$ cat src/rtl/switch_pkg.sv
// Shared definitions for the switch input-port arbiter: FSM state
// encoding and the default address/data widths of the switch port.
package switch_pkg;

    typedef enum logic [1:0] {
        IDLE = 2'd0,
        XFER = 2'd1,
        LOCK = 2'd2
    } arb_state_t;

    localparam int SW_ADDR_W = 8;
    localparam int SW_DATA_W = 16;

endpackage

$ cat src/rtl/switch_arb_rr_pick.sv
// rr_pick: combinational rotating-priority picker. Scans the request
// vector starting at i_ptr, wrapping from N-1 to 0, and returns a one-hot
// grant for the first requester found plus a valid flag.
module rr_pick #(
    parameter int N  = 4,
    parameter int PW = 2
) (
    input  logic [N-1:0]  i_req,
    input  logic [PW-1:0] i_ptr,
    output logic [N-1:0]  o_gnt,
    output logic          o_valid
);

    localparam logic [PW:0] NV = (PW+1)'(N);

    logic [PW:0]   w_sum;
    logic [PW-1:0] w_idx;
    logic          w_found;

    // First requester at or after the pointer, with wrap-around.
    always_comb begin
        o_gnt   = '0;
        w_found = 1'b0;
        w_sum   = '0;
        w_idx   = '0;
        for (int k = 0; k < N; k++) begin
            w_sum = {1'b0, i_ptr} + (PW+1)'(k);
            if (w_sum >= NV) begin
                w_sum = w_sum - NV;
            end
            w_idx = w_sum[PW-1:0];
            if (!w_found && i_req[w_idx]) begin
                o_gnt[w_idx] = 1'b1;
                w_found      = 1'b1;
            end
        end
    end

    assign o_valid = w_found;

endmodule

$ cat src/rtl/switch_arb.sv
// switch_arb: round-robin arbiter sharing one switch input port among NREQ
// requesters. Grants are combinational; the winning beat is registered
// onto addr/data with vld one cycle later.
// Optional burst locking is built when SWITCH_ARB_LOCK_EN is defined:
// a locked owner keeps the port for up to MAX_BURST beats.
//
// state | meaning
// IDLE  | no grant last cycle
// XFER  | unlocked grant last cycle
// LOCK  | burst owner holds the port
module switch_arb import switch_pkg::*; #(
    parameter int NREQ      = 4,
    parameter int ADDR_W    = SW_ADDR_W,
    parameter int DATA_W    = SW_DATA_W,
    parameter int MAX_BURST = 4
) (
    input  logic                     clk,
    input  logic                     rstn,
    input  logic [NREQ-1:0]          req,
    input  logic [NREQ-1:0]          lock,
    input  logic [NREQ*ADDR_W-1:0]   req_addr,
    input  logic [NREQ*DATA_W-1:0]   req_data,
    output logic [NREQ-1:0]          gnt,
    output logic [ADDR_W-1:0]        addr,
    output logic [DATA_W-1:0]        data,
    output logic                     vld,
    output logic                     busy
);

    localparam int PTR_W = $clog2(NREQ);

    arb_state_t        r_state;
    logic [PTR_W-1:0]  r_ptr;

    logic [NREQ-1:0]   w_pick;
    logic              w_pick_vld;
    logic              w_any;
    logic [PTR_W-1:0]  w_gidx;
    logic [ADDR_W-1:0] w_addr_sel;
    logic [DATA_W-1:0] w_data_sel;

    function automatic logic [PTR_W-1:0] inc_ptr(input logic [PTR_W-1:0] p);
        return (p == PTR_W'(NREQ-1)) ? '0 : p + PTR_W'(1);
    endfunction

    rr_pick #(
        .N  (NREQ),
        .PW (PTR_W)
    ) u_pick (
        .i_req   (req),
        .i_ptr   (r_ptr),
        .o_gnt   (w_pick),
        .o_valid (w_pick_vld)
    );

`ifdef SWITCH_ARB_LOCK_EN
    localparam logic [3:0] BURST_LAST = 4'(MAX_BURST - 1);

    logic [PTR_W-1:0]  r_owner;
    logic [3:0]        r_cnt;

    // Grant: owner only while locked (and only while it still asks for the
    // lock), otherwise the round-robin pick; nothing during reset.
    always_comb begin
        gnt = '0;
        if (!rstn) begin
            if (r_state == LOCK) begin
                if (req[r_owner] && lock[r_owner]) begin
                    gnt[r_owner] = 1'b1;
                end
            end else if (w_pick_vld) begin
                gnt = w_pick;
            end
        end
    end

    assign busy = (r_state == LOCK);
`else
    logic w_unused_lock;

    assign w_unused_lock = ^lock;

    // Grant: plain per-beat round-robin pick; nothing during reset.
    always_comb begin
        gnt = '0;
        if (!rstn && w_pick_vld) begin
            gnt = w_pick;
        end
    end

    assign busy = 1'b0;
`endif

    // Index and payload of the granted requester.
    always_comb begin
        w_gidx     = '0;
        w_addr_sel = '0;
        w_data_sel = '0;
        for (int i = 0; i < NREQ; i++) begin
            if (gnt[i]) begin
                w_gidx     = PTR_W'(i);
                w_addr_sel = req_addr[i*ADDR_W +: ADDR_W];
                w_data_sel = req_data[i*DATA_W +: DATA_W];
            end
        end
    end

    assign w_any = |gnt;

    // FSM, round-robin pointer, burst counter and registered switch outputs.
    always_ff @(posedge clk) begin
        if (rstn) begin
            r_state <= IDLE;
            r_ptr   <= '0;
            vld     <= 1'b0;
            addr    <= '0;
            data    <= '0;
`ifdef SWITCH_ARB_LOCK_EN
            r_owner <= '0;
            r_cnt   <= '0;
`endif
        end else begin
            vld <= w_any;
            if (w_any) begin
                addr <= w_addr_sel;
                data <= w_data_sel;
            end
`ifdef SWITCH_ARB_LOCK_EN
            if (r_state == LOCK) begin
                if (!w_any) begin
                    r_state <= IDLE;
                    r_ptr   <= inc_ptr(r_owner);
                    r_cnt   <= '0;
                end else if (r_cnt == BURST_LAST) begin
                    r_state <= XFER;
                    r_ptr   <= inc_ptr(r_owner);
                    r_cnt   <= '0;
                end else begin
                    r_cnt <= r_cnt + 4'd1;
                end
            end else if (w_any) begin
                r_ptr <= inc_ptr(w_gidx);
                if (MAX_BURST > 1 && lock[w_gidx]) begin
                    r_state <= LOCK;
                    r_owner <= w_gidx;
                    r_cnt   <= 4'd1;
                end else begin
                    r_state <= XFER;
                end
            end else begin
                r_state <= IDLE;
            end
`else
            if (w_any) begin
                r_ptr   <= inc_ptr(w_gidx);
                r_state <= XFER;
            end else begin
                r_state <= IDLE;
            end
`endif
        end
    end

endmodule

$ cat config.mk
export PLATFORM = sky130hd
export DESIGN_NAME = switch_arb
export DESIGN_NICKNAME = d
export VERILOG_FILES = /design/src/rtl/switch_pkg.sv /design/src/rtl/switch_arb_rr_pick.sv /design/src/rtl/switch_arb.sv
export SDC_FILE = /design/constraint.sdc
export NUM_CORES = 1
export LEC_CHECK = 0
export ABC_AREA = 0
export BUFFER_PORTS_ARGS = -buffer_cell sky130_fd_sc_hd__buf_2
export CORE_AREA = 4 4 103 86
export DETAILED_ROUTE_END_ITERATION = 8
export DIE_AREA = 0 0 107 90
export HOLD_SLACK_MARGIN = 0.1
export SLEW_MARGIN = 20
export SYNTH_ARGS = -nofsm -noshare
export SYNTH_HDL_FRONTEND = slang
export SYNTH_SLANG_ARGS = --single-unit
$ cat constraint.sdc
create_clock -name clk -period 4.4 [get_ports clk]
set_input_delay 0.44 -clock clk [delete_from_list [all_inputs] [get_ports clk]]
set_output_delay 0.44 -clock clk [all_outputs]
set_load 0.01 [all_outputs]
==> results of run 1 <==
worst max-delay path: stages (launching register included):
cell and delay, ns:
dfxtp_1 0.58, inv_1 0.17, ha_1 0.46, mux4_2 0.39
a21oi_1 0.17, a32oi_1 0.17, o21ai_2 0.62, buf_4 0.28
inv_1 0.04, buf_2 0.13
cell type report:
| class | count | share of cell area |
|---|---|---|
| Timing Repair Buffer | 139 | 0.232 |
| Sequential cell | 27 | 0.175 |
| Tap cell | 108 | 0.0437 |
| Inverter | 51 | 0.0619 |
| Clock buffer | 4 | 0.0146 |
| Multi-Input combinational cell | 194 | 0.473 |
logic make-up after synthesis:
group / count (synthesis) / share of synthesized area
buf+inv: 74 / 0.131
flops: 27 / 0.236
other cells: 1 / 0.00164
simple gates: 79 / 0.203
compound gates: 97 / 0.333
fa+ha+maj: 7 / 0.0382
mux: 10 / 0.0568
stage by stage:
| step | setup WS [ns] | power, mW | util | hold slack (ns) |
|---|---|---|---|---|
| after floorplan | 0.768 | 1.20 | - | 0.482 |
| after global placement | 0.722 | 1.54 | 0.392 | 0.445 |
| after detailed placement | 0.691 | 1.55 | 0.392 | 0.450 |
| after CTS | 0.628 | 1.70 | 0.398 | 0.343 |
| after global routing | 0.394 | 1.84 | 0.398 | 0.354 |
| final | 0.651 | 1.68 | 0.398 | 0.344 |
final timing paths:
| kind | from | end | slack, ns | depth (start not counted) |
|---|---|---|---|---|
| setup / recovery | r_ptr[1] | gnt[1] | 0.65 | 9 |
| hold / removal | req_addr[27] | addr[3] | 0.34 | 3 |
| setup reg to reg | r_ptr[1] | data[2] | 0.66 | 10 |
| hold reg to reg | data[12] | data[12] | 0.46 | 2 |
power breakdown:
group	switching [mW]	internal [mW]
registers	0.0686	0.360
logic	0.644	0.464
clock network	0.0813	0.0650
registers in the layout (all words and copies together) (netlist names):
signal and count:
addr 8, vld 1, r_ptr 2, data 16
per-layer routing:
| layer | up-vias | routed length [um] | track usage |
|---|---|---|---|
| met5 | - | 0 | 0 |
| met1 | 1173 | 3390 | 0.204 |
| met3 | 8 | 701 | 0.0430 |
| li1 | 1309 | - | - |
| met4 | 0 | 90 | 0.0277 |
| met2 | 116 | 3600 | 0.264 |
synthesized netlist by cell type, types with 7 or more instances:
cell,number,area [um^2]
o32ai_1,18,158
nand3_1,8,40.0
nand3_2,10,100
a211oi_1,19,143
clkbuf_1,13,48.8
o21ai_1,9,45.0
dfxtp_1,27,541
o21ai_2,11,96.3
ha_1,7,87.6
o21ai_0,8,40.0
nor2_1,29,109
inv_1,47,176
==> qor.txt, run 1 <==
Period minus WS final: 3.75 ns
Setup TNS: 0 ns
Clk slew on worst S/H paths: 0.10 ns
Max FO, Critical Path: 15
Status: finished clean
Worst Max-Slew Pin Slew: 0.715 ns
Most common cell after layout, fill and taps aside: buf_2
Cell area power density: 545 mW/mm^2
Row count: 29
Die Y: 90 um
Clock skew: 0.0115 ns
Post-synth top flop: dfxtp_1
Async set-reset flop share out of synthesis: 0
GP Congestion: 0.899
Via density: 4.98
Die ar.: 0.00963 mm^2
Synth Register Bits: 27
Final Max Tran Viols: 0
Clk sink count: 27
CTS HTree Levels: 1
TritonCTS clock tree: done
Syn Std Cell Area: 0.00229 mm^2
Most frequent cells in the layout: buf_2 (130), inv_1 (47), nor2_1 (29)
RSZ-0062 raised after global routing: no
Syn Inst Count: 295
Global-route congestion overflow total: 0
Number of CTS-inserted buffers: 3
Boundary pin count: 136
Pre-antenna DRT Iters: 4
WP data arrival: 3.31 ns
IO Port Bufs: 130
Clock Latency Late Sink: 0.28 ns
Final Cell Area: 0.00309 mm^2
VDD IR max: 184 uV
Syn Area/Cell: 7.76 um^2
Yosys warns: 0
First-pass GRT wire length: 12.6 mm
Number of global-route vias before repair: 2515
CTS Buffer Depth: 2
Post-route ant nets: 0
CP Capture Type: output port
Dpl cells: 519
Share of layout cells above drive strength 1: 0.439
Min-Delay Path Class: input port to register
Fraction of the cycle the final worst path needs: 0.852
Initial drt markers: 167
Worst slew margin: 0.523
Initial Util: 0.295
Placed wire-length estimate: 6.16 mm
P&R area growth vs syn: 35.0%
Startpoint Class: register
Max cap viols: 0
Diodes inserted: 0
Residual DRC: 0
Post CTS Setup Buffer Count: 0
Fmax: 267 MHz
Data required, critical path: 3.96 ns
Number of antenna violations at the first check in global routing: 0
Leak Pwr: 1.54 nW
Syn nets: 408
Count of cell types in the netlist: 60
Core area: 0.00776 mm^2
FF+latch area: 541 um^2
Die Width: 107 um
DR vias: 2606
Setup violations, final: 0
Multi-input logic area: 0.00146 mm^2
Post-DR wirelength/cell: 14.9 um
Critical path type: register to output port
Fill cells: 869
Non-Filler Instances: 523
Post-CTS Resized: 0
CTS Hold Buffers Added: 0
Final hold vios: 0
NumNets Final: 529
Root Driver: clkbuf_8
Largest net degree at the start of global routing: 28
Placement Cell Area: 0.00305 mm^2
Total GRT Usage: 0.158
Seq/Total Area, Yosys: 0.236
Final WL: 7.79 mm
Post-synth EDFFs: 0
Note: power is estimated with default switching activity, not from simulation.
==> inputs of run 2 (changes only) <==
--- a/config.mk
+++ b/config.mk
@@ -7,10 +7,12 @@
 export LEC_CHECK = 0
 export ABC_AREA = 0
 export BUFFER_PORTS_ARGS = -buffer_cell sky130_fd_sc_hd__buf_2
-export CORE_AREA = 4 4 103 86
+export CORE_AREA = 4 4 90 75
+export CTS_BUF_LIST = sky130_fd_sc_hd__clkbuf_2 sky130_fd_sc_hd__clkbuf_4 sky130_fd_sc_hd__clkbuf_8
 export DETAILED_ROUTE_END_ITERATION = 8
-export DIE_AREA = 0 0 107 90
+export DIE_AREA = 0 0 94 79
 export HOLD_SLACK_MARGIN = 0.1
+export PLACE_DENSITY = 0.73
 export SLEW_MARGIN = 20
 export SYNTH_ARGS = -nofsm -noshare
 export SYNTH_HDL_FRONTEND = slang
==> run 2 against run 1 <==
Net effect: global-route usage rose by 2.8 points; total power decreased by 0.78%; core utilization is 13 points higher; cell count shrank 5.5%; sequential share of layout area up 0.26 points; register-to-register slack worse by 0.19 ns; sequential power grew 3%; fmax is 6.4% lower; critical path type unchanged; largest cell class unchanged; highest routed layer unchanged.
==> qor.txt, run 2 (synthesized netlist as in run 1, its figures left out) <==
Status: finished clean (unchanged)
First-pass GRT wire length: 11.2 mm (was 12.6 mm)
Diodes inserted: 0 (unchanged)
Post-DR wirelength/cell: 15.2 um (was 14.9 um)
TritonCTS clock tree: done (unchanged)
Number of antenna violations at the first check in global routing: 0 (unchanged)
Largest delay share family, worst path: compound AO/OA/AOI/OAI gates (unchanged)
Data required, critical path: 3.96 ns (about the same)
Post-route ant nets: 0 (unchanged)
Max FO, Critical Path: 22 (was 15)
Post-CTS Resized: 0 (unchanged)
Fin worst setup slack: 0.394 ns (was 0.651 ns)
Boundary pin count: 136 (unchanged)
Startpoint Class: register (unchanged)
Final Max Tran Viols: 0 (unchanged)
Share of layout cells above drive strength 1: 0.438 (was 0.439)
Largest net degree at the start of global routing: 28 (unchanged)
Die Width: 94 um (was 107 um)
Worst Max-Slew Pin Slew: 0.998 ns (was 0.715 ns)
Placed wire-length estimate: 5.85 mm (was 6.16 mm)
Crit-path max cell delay: 0.83 ns (was 0.62 ns)
Most common cell after layout, fill and taps aside: buf_2 (unchanged)
Fmax: 250 MHz (was 267 MHz)
Largest registers: data: 16 flops, addr: 8 flops, r_ptr: 2 flops (unchanged)
Fill cells: 577 (was 869)
Total GRT Usage: 0.186 (was 0.158)
Post CTS Setup Buffer Count: 0 (unchanged)
Clock skew: 0.00781 ns (was 0.0115 ns)
Max reg flops: 16 (unchanged)
Via density: 5.33 (was 4.98)
Leak Pwr: 1.54 nW (about the same)
CP Capture Type: output port (unchanged)
DP Worst Slack: 0.480 ns (was 0.691 ns)
P&R area growth vs syn: 33.1% (was 35.0%)
Die ar.: 0.00743 mm^2 (was 0.00963 mm^2)
Most frequent cells in the layout: buf_2 (130), inv_1 (47), nor2_1 (29) (unchanged)
Critical path type: register to output port (unchanged)
Worst slew margin: 0.335 (was 0.523)
Row count: 25 (was 29)
CTS Hold Buffers Added: 0 (unchanged)
Sw frac: 0.471 (was 0.472)
Reg2reg setup slack: 0.47 ns (was 0.66 ns)
Final WL: 7.52 mm (was 7.79 mm)
Most flops, register: data (unchanged)
Setup violations, final: 0 (unchanged)
Power share of the combinational group: 0.647 (was 0.658)
Residual DRC: 0 (unchanged)
Cell area power density: 548 mW/mm^2 (was 545 mW/mm^2)
IO Port Bufs: 130 (unchanged)
Multi-input logic area: 0.00146 mm^2 (unchanged)
Number of CTS-inserted buffers: 3 (unchanged)
FF+latch area: 541 um^2 (unchanged)
Initial Util: 0.394 (was 0.295)
CP cell instances: inv_1 -> ha_1 -> mux4_2 -> a21oi_1 -> a32oi_1 -> o21ai_2 -> inv_1 -> buf_2 (was inv_1 -> ha_1 -> mux4_2 -> a21oi_1 -> a32oi_1 -> o21ai_2 -> buf_4 -> inv_1 -> buf_2)
Pre-antenna DRT Iters: 4 (unchanged)
Clk sink count: 27 (unchanged)
Root Driver: clkbuf_8 (unchanged)
P_int: 884 uW (was 889 uW)
DR vias: 2633 (was 2606)
GP Congestion: 0.881 (was 0.899)
Power share of the clock group: 0.089 (was 0.087)
Initial drt markers: 110 (was 167)
Final hold vios: 0 (unchanged)
Max cap viols: 0 (unchanged)
Clock Latency Late Sink: 0.27 ns (was 0.28 ns)
Sequential share of power: 0.265 (was 0.255)
CP max-delay cell: o21ai_2 (unchanged)
Number of global-route vias before repair: 2341 (was 2515)
Psw: 787 uW (was 794 uW)
WP data arrival: 3.57 ns (was 3.31 ns)
Global-route congestion overflow total: 0 (unchanged)
CTS HTree Levels: 1 (unchanged)
CTS Buffer Depth: 2 (unchanged)
NumNets Final: 527 (was 529)
Min-Delay Path Class: input port to register (unchanged)
Period minus WS final: 4.01 ns (was 3.75 ns)
RSZ-0062 raised after global routing: no (unchanged)
Clk slew on worst S/H paths: 0.10 ns (about the same)
Die Y: 79 um (was 90 um)
Core area: 0.00582 mm^2 (was 0.00776 mm^2)
CP bufs+invs: 3 (was 4)
VDD IR max: 225 uV (was 184 uV)
Fraction of the cycle the final worst path needs: 0.911 (was 0.852)
Worst path most repeated cell: inv_1 (unchanged)
Setup TNS: 0 ns (unchanged)
==> run 2: changes by cell type in the layout (fill, tap and decap cells not counted), sizes merged <==
| cell | before | now |
|---|---|---|
| buf | 139 | 137 |
==> run 2: metrics by stage <==
step	hold slack [ns]	cell area, um^2	util	std cells	power (mW)
global route	0.356	3050	0.524	494	1.80
floorplan	0.482	2290	-	295	1.20
finish	0.365	3050	0.524	494	1.67
detailed placement	0.448	3000	0.515	490	1.52
CTS	0.354	3050	0.524	494	1.68
global placement	0.444	3000	0.515	490	1.51
==> run 2: worst paths after layout <==
check / cells after the start / startpoint / to
worst max register to register: 10 / r_ptr[0] / data[8]
worst min register to register: 2 / data[6] / data[6]
worst min-delay path: 3 / req_addr[27] / addr[3]
worst max-delay path: 8 / r_ptr[0] / gnt[1]
==> run 2: layout make-up <==
class	instances	share of cell area
inverters	51	0.0628
flip-flops and latches	27	0.177
multi-input cells	194	0.480
well taps	81	0.0333
repair buffers	137	0.231
clock buffers	4	0.0160
==> run 2: power by group through the flow <==
stage / Sequential [mW] / Clock [mW] / Combinational, mW
4_1_cts: 0.441 / 0.156 / 1.08
2_1_floorplan: 0.479 / 0 / 0.717
3_3_place_gp: 0.443 / 0 / 1.07
6_report: 0.442 / 0.148 / 1.08
5_1_grt: 0.456 / 0.167 / 1.18
3_5_place_dp: 0.445 / 0 / 1.08
==> run 2: per-layer routing <==
metal  vias up  part of all wire  routed length (um)  GRT usage
li1       1302                 -                   -          -
met1      1213              0.44                3300      0.251
met2       112              0.46                3470      0.302
met3         6             0.087                 656     0.0426
met4         0             0.012                  89     0.0375
met5         -                 0                   0          0
==> run 2: worst register-to-register path: stages (launching register included) <==
cell      delay (ns)
dfxtp_1         0.66
inv_1           0.27
ha_1            0.47
or3b_1          0.41
a2111o_1        0.44
a21boi_1        0.29
or2_2           0.52
nor3_2          0.11
buf_4           0.22
a211oi_1        0.34
o21ai_2         0.10
==> inputs of run 3 (changes only) <==
--- a/config.mk
+++ b/config.mk
@@ -7,12 +7,12 @@
 export LEC_CHECK = 0
 export ABC_AREA = 0
 export BUFFER_PORTS_ARGS = -buffer_cell sky130_fd_sc_hd__buf_2
-export CORE_AREA = 4 4 90 75
+export CORE_AREA = 4 4 85 71
 export CTS_BUF_LIST = sky130_fd_sc_hd__clkbuf_2 sky130_fd_sc_hd__clkbuf_4 sky130_fd_sc_hd__clkbuf_8
 export DETAILED_ROUTE_END_ITERATION = 8
-export DIE_AREA = 0 0 94 79
+export DIE_AREA = 0 0 89 75
 export HOLD_SLACK_MARGIN = 0.1
-export PLACE_DENSITY = 0.73
+export PLACE_DENSITY = 0.81
 export SLEW_MARGIN = 20
 export SYNTH_ARGS = -nofsm -noshare
 export SYNTH_HDL_FRONTEND = slang
==> run 3 against run 2 <==
Net effect: via count increased by 0.72%; core utilization up 5.4 points; global-route usage up 2.4 points; clock skew rose by 0.0027 ns; flip-flop and latch count is the same; hold slack lost 0.016 ns; critical endpoint is now gnt[2]; wire length is 2.6% lower; clock-buffer cell count did not move; worst setup slack gained 0.38 ns; total power is 0.13% lower.
==> qor.txt, run 3 (synthesized netlist as in run 1, its figures left out) <==
Diodes inserted: 0 (unchanged)
Fin worst setup slack: 0.778 ns (was 0.394 ns)
VDD IR max: 283 uV (was 225 uV)
Max cap viols: 0 (unchanged)
Worst Max-Slew Pin Slew: 0.987 ns (was 0.998 ns)
Fraction of the cycle the final worst path needs: 0.823 (was 0.911)
M1 wire length: 2.97 mm (was 3.30 mm)
Multi-input logic area: 0.00146 mm^2 (unchanged)
DR vias: 2652 (was 2633)
Setup TNS: 0 ns (unchanged)
Largest net degree at the start of global routing: 28 (unchanged)
DP Worst Slack: 0.853 ns (was 0.480 ns)
Pre-antenna DRT Iters: 4 (unchanged)
Fmax: 276 MHz (was 250 MHz)
Die ar.: 0.00668 mm^2 (was 0.00743 mm^2)
Max FO, Critical Path: 14 (was 22)
Period minus WS final: 3.62 ns (was 4.01 ns)
Max Used Layer: met4 (unchanged)
Post CTS Setup Buffer Count: 0 (unchanged)
R2R depth: 11 (was 10)
NumNets Final: 528 (was 527)
WP data arrival: 3.18 ns (was 3.57 ns)
Global-route congestion overflow total: 0 (unchanged)
TritonCTS clock tree: done (unchanged)
RSZ-0062 raised after global routing: no (unchanged)
Final WL: 7.32 mm (was 7.52 mm)
Die Width: 89 um (was 94 um)
Die Y: 75 um (was 79 um)
Clock Latency Late Sink: 0.28 ns (was 0.27 ns)
Post-DR wirelength/cell: 15.3 um (was 15.2 um)
Critical path type: register to output port (unchanged)
CTS Hold Buffers Added: 0 (unchanged)
Placed wire-length estimate: 5.79 mm (was 5.85 mm)
Share of layout cells above drive strength 1: 0.440 (was 0.438)
Row count: 24 (was 25)
Largest registers: data: 16 flops, addr: 8 flops, r_ptr: 2 flops (unchanged)
CP cell instances: buf_4 -> inv_1 -> ha_1 -> mux4_2 -> a21o_1 -> o32a_1 -> o21ai_2 -> buf_4 -> inv_1 -> buf_2 (was inv_1 -> ha_1 -> mux4_2 -> a21oi_1 -> a32oi_1 -> o21ai_2 -> inv_1 -> buf_2)
CP bufs+invs: 5 (was 3)
Status: finished clean (unchanged)
Core area: 0.00526 mm^2 (was 0.00582 mm^2)
FF+latch area: 541 um^2 (unchanged)
CTS Buffer Depth: 2 (unchanged)
Via density: 5.54 (was 5.33)
Clk sink count: 27 (unchanged)
Met3 wire len: 695 um (was 656 um)
Clock skew: 0.0105 ns (was 0.00781 ns)
Number of global-route vias before repair: 2435 (was 2341)
Worst Setup SP: r_ptr[1] (was r_ptr[0])
Startpoint Class: register (unchanged)
CP Capture Type: output port (unchanged)
Leak Pwr: 1.54 nW (about the same)
Residual DRC: 0 (unchanged)
Min-Delay Path Class: input port to register (unchanged)
Final Max Tran Viols: 0 (unchanged)
Metal2 WL: 3.57 mm (was 3.47 mm)
Boundary pin count: 136 (unchanged)
Clk slew on worst S/H paths: 0.10 ns (about the same)
Root Driver: clkbuf_8 (unchanged)
Total GRT Usage: 0.210 (was 0.186)
Worst slew margin: 0.342 (was 0.335)
Most frequent cells in the layout: buf_2 (130), inv_1 (47), nor2_1 (29) (unchanged)
First-pass GRT wire length: 11.2 mm (about the same)
Final hold vios: 0 (unchanged)
Most common cell after layout, fill and taps aside: buf_2 (unchanged)
Setup violations, final: 0 (unchanged)
Number of antenna violations at the first check in global routing: 0 (unchanged)
P&R area growth vs syn: 32.5% (was 33.1%)
Fill cells: 490 (was 577)
Cell area power density: 550 mW/mm^2 (was 548 mW/mm^2)
IO Port Bufs: 130 (unchanged)
Hold path endpoint: addr[3] (unchanged)
Reg2reg setup slack: 0.80 ns (was 0.47 ns)
Post-CTS Resized: 0 (unchanged)
Min-delay src: req_addr[27] (unchanged)
Data required, critical path: 3.96 ns (about the same)
Max reg flops: 16 (unchanged)
CTS HTree Levels: 1 (unchanged)
Post-route ant nets: 0 (unchanged)
Initial Util: 0.436 (was 0.394)
Hold Path Stages: 3 (unchanged)
Largest delay share family, worst path: compound AO/OA/AOI/OAI gates (unchanged)
R2r startpoint: r_ptr[1] (was r_ptr[0])
CP max-delay cell: ha_1 (was o21ai_2)
Number of CTS-inserted buffers: 3 (unchanged)
Crit-path max cell delay: 0.44 ns (was 0.83 ns)
Most flops, register: data (unchanged)
GP Congestion: 0.926 (was 0.881)
Worst r2r dst: data[5] (was data[8])
Initial drt markers: 95 (was 110)
[run 3: layer usage]
| layer | track usage | up-vias |
|---|---|---|
| li1 | - | 1309 |
| met1 | 0.273 | 1224 |
| met2 | 0.357 | 111 |
| met3 | 0.0470 | 8 |
| met4 | 0.0479 | 0 |
| met5 | 0 | - |
[run 3: per-stage QoR]
stage / instance area (um^2) / utilization / power, mW / hold WS, ns / instances
floorplan: 2290 / - / 1.20 / 0.482 / 295
global placement: 2990 / 0.568 / 1.50 / 0.444 / 475
detailed placement: 2990 / 0.568 / 1.52 / 0.446 / 475
CTS: 3030 / 0.577 / 1.67 / 0.348 / 479
global route: 3030 / 0.577 / 1.82 / 0.351 / 479
finish: 3030 / 0.577 / 1.67 / 0.349 / 479
[run 3: cell type report]
type / instances / share of cell area
multi-input cells: 194 / 0.482
repair buffers: 138 / 0.234
flip-flops and latches: 27 / 0.178
inverters: 51 / 0.0631
well taps: 65 / 0.0268
clock buffers: 4 / 0.0161
[run 3: worst register-to-register path, cell delays in order (launching register included)]
cell and delay [ns]:
dfxtp_1 0.32, buf_4 0.17, inv_1 0.11, ha_1 0.40, or3b_1 0.40, a2111o_1 0.46, a21boi_1 0.29, or2_2 0.52
nor3_2 0.17, buf_4 0.24, a211oi_1 0.33, o21ai_2 0.09
[run 3: how the worst max path moves through the flow]
stage	endpoint	cells past startpoint	slack, ns
after floorplan	data[15]	12	0.77
after global placement	data[0]	11	0.93
after detailed placement	data[5]	11	0.85
after CTS	gnt[2]	10	0.80
after global routing	data[5]	11	0.56
final	gnt[2]	10	0.78
[run 3: where the power goes]
group | switching (mW) | total (mW) | internal (mW)
combinational | 0.645 | 1.10 | 0.457
clock | 0.0773 | 0.148 | 0.0711
sequential | 0.0583 | 0.419 | 0.360
total | 0.780 | 1.67 | 0.888
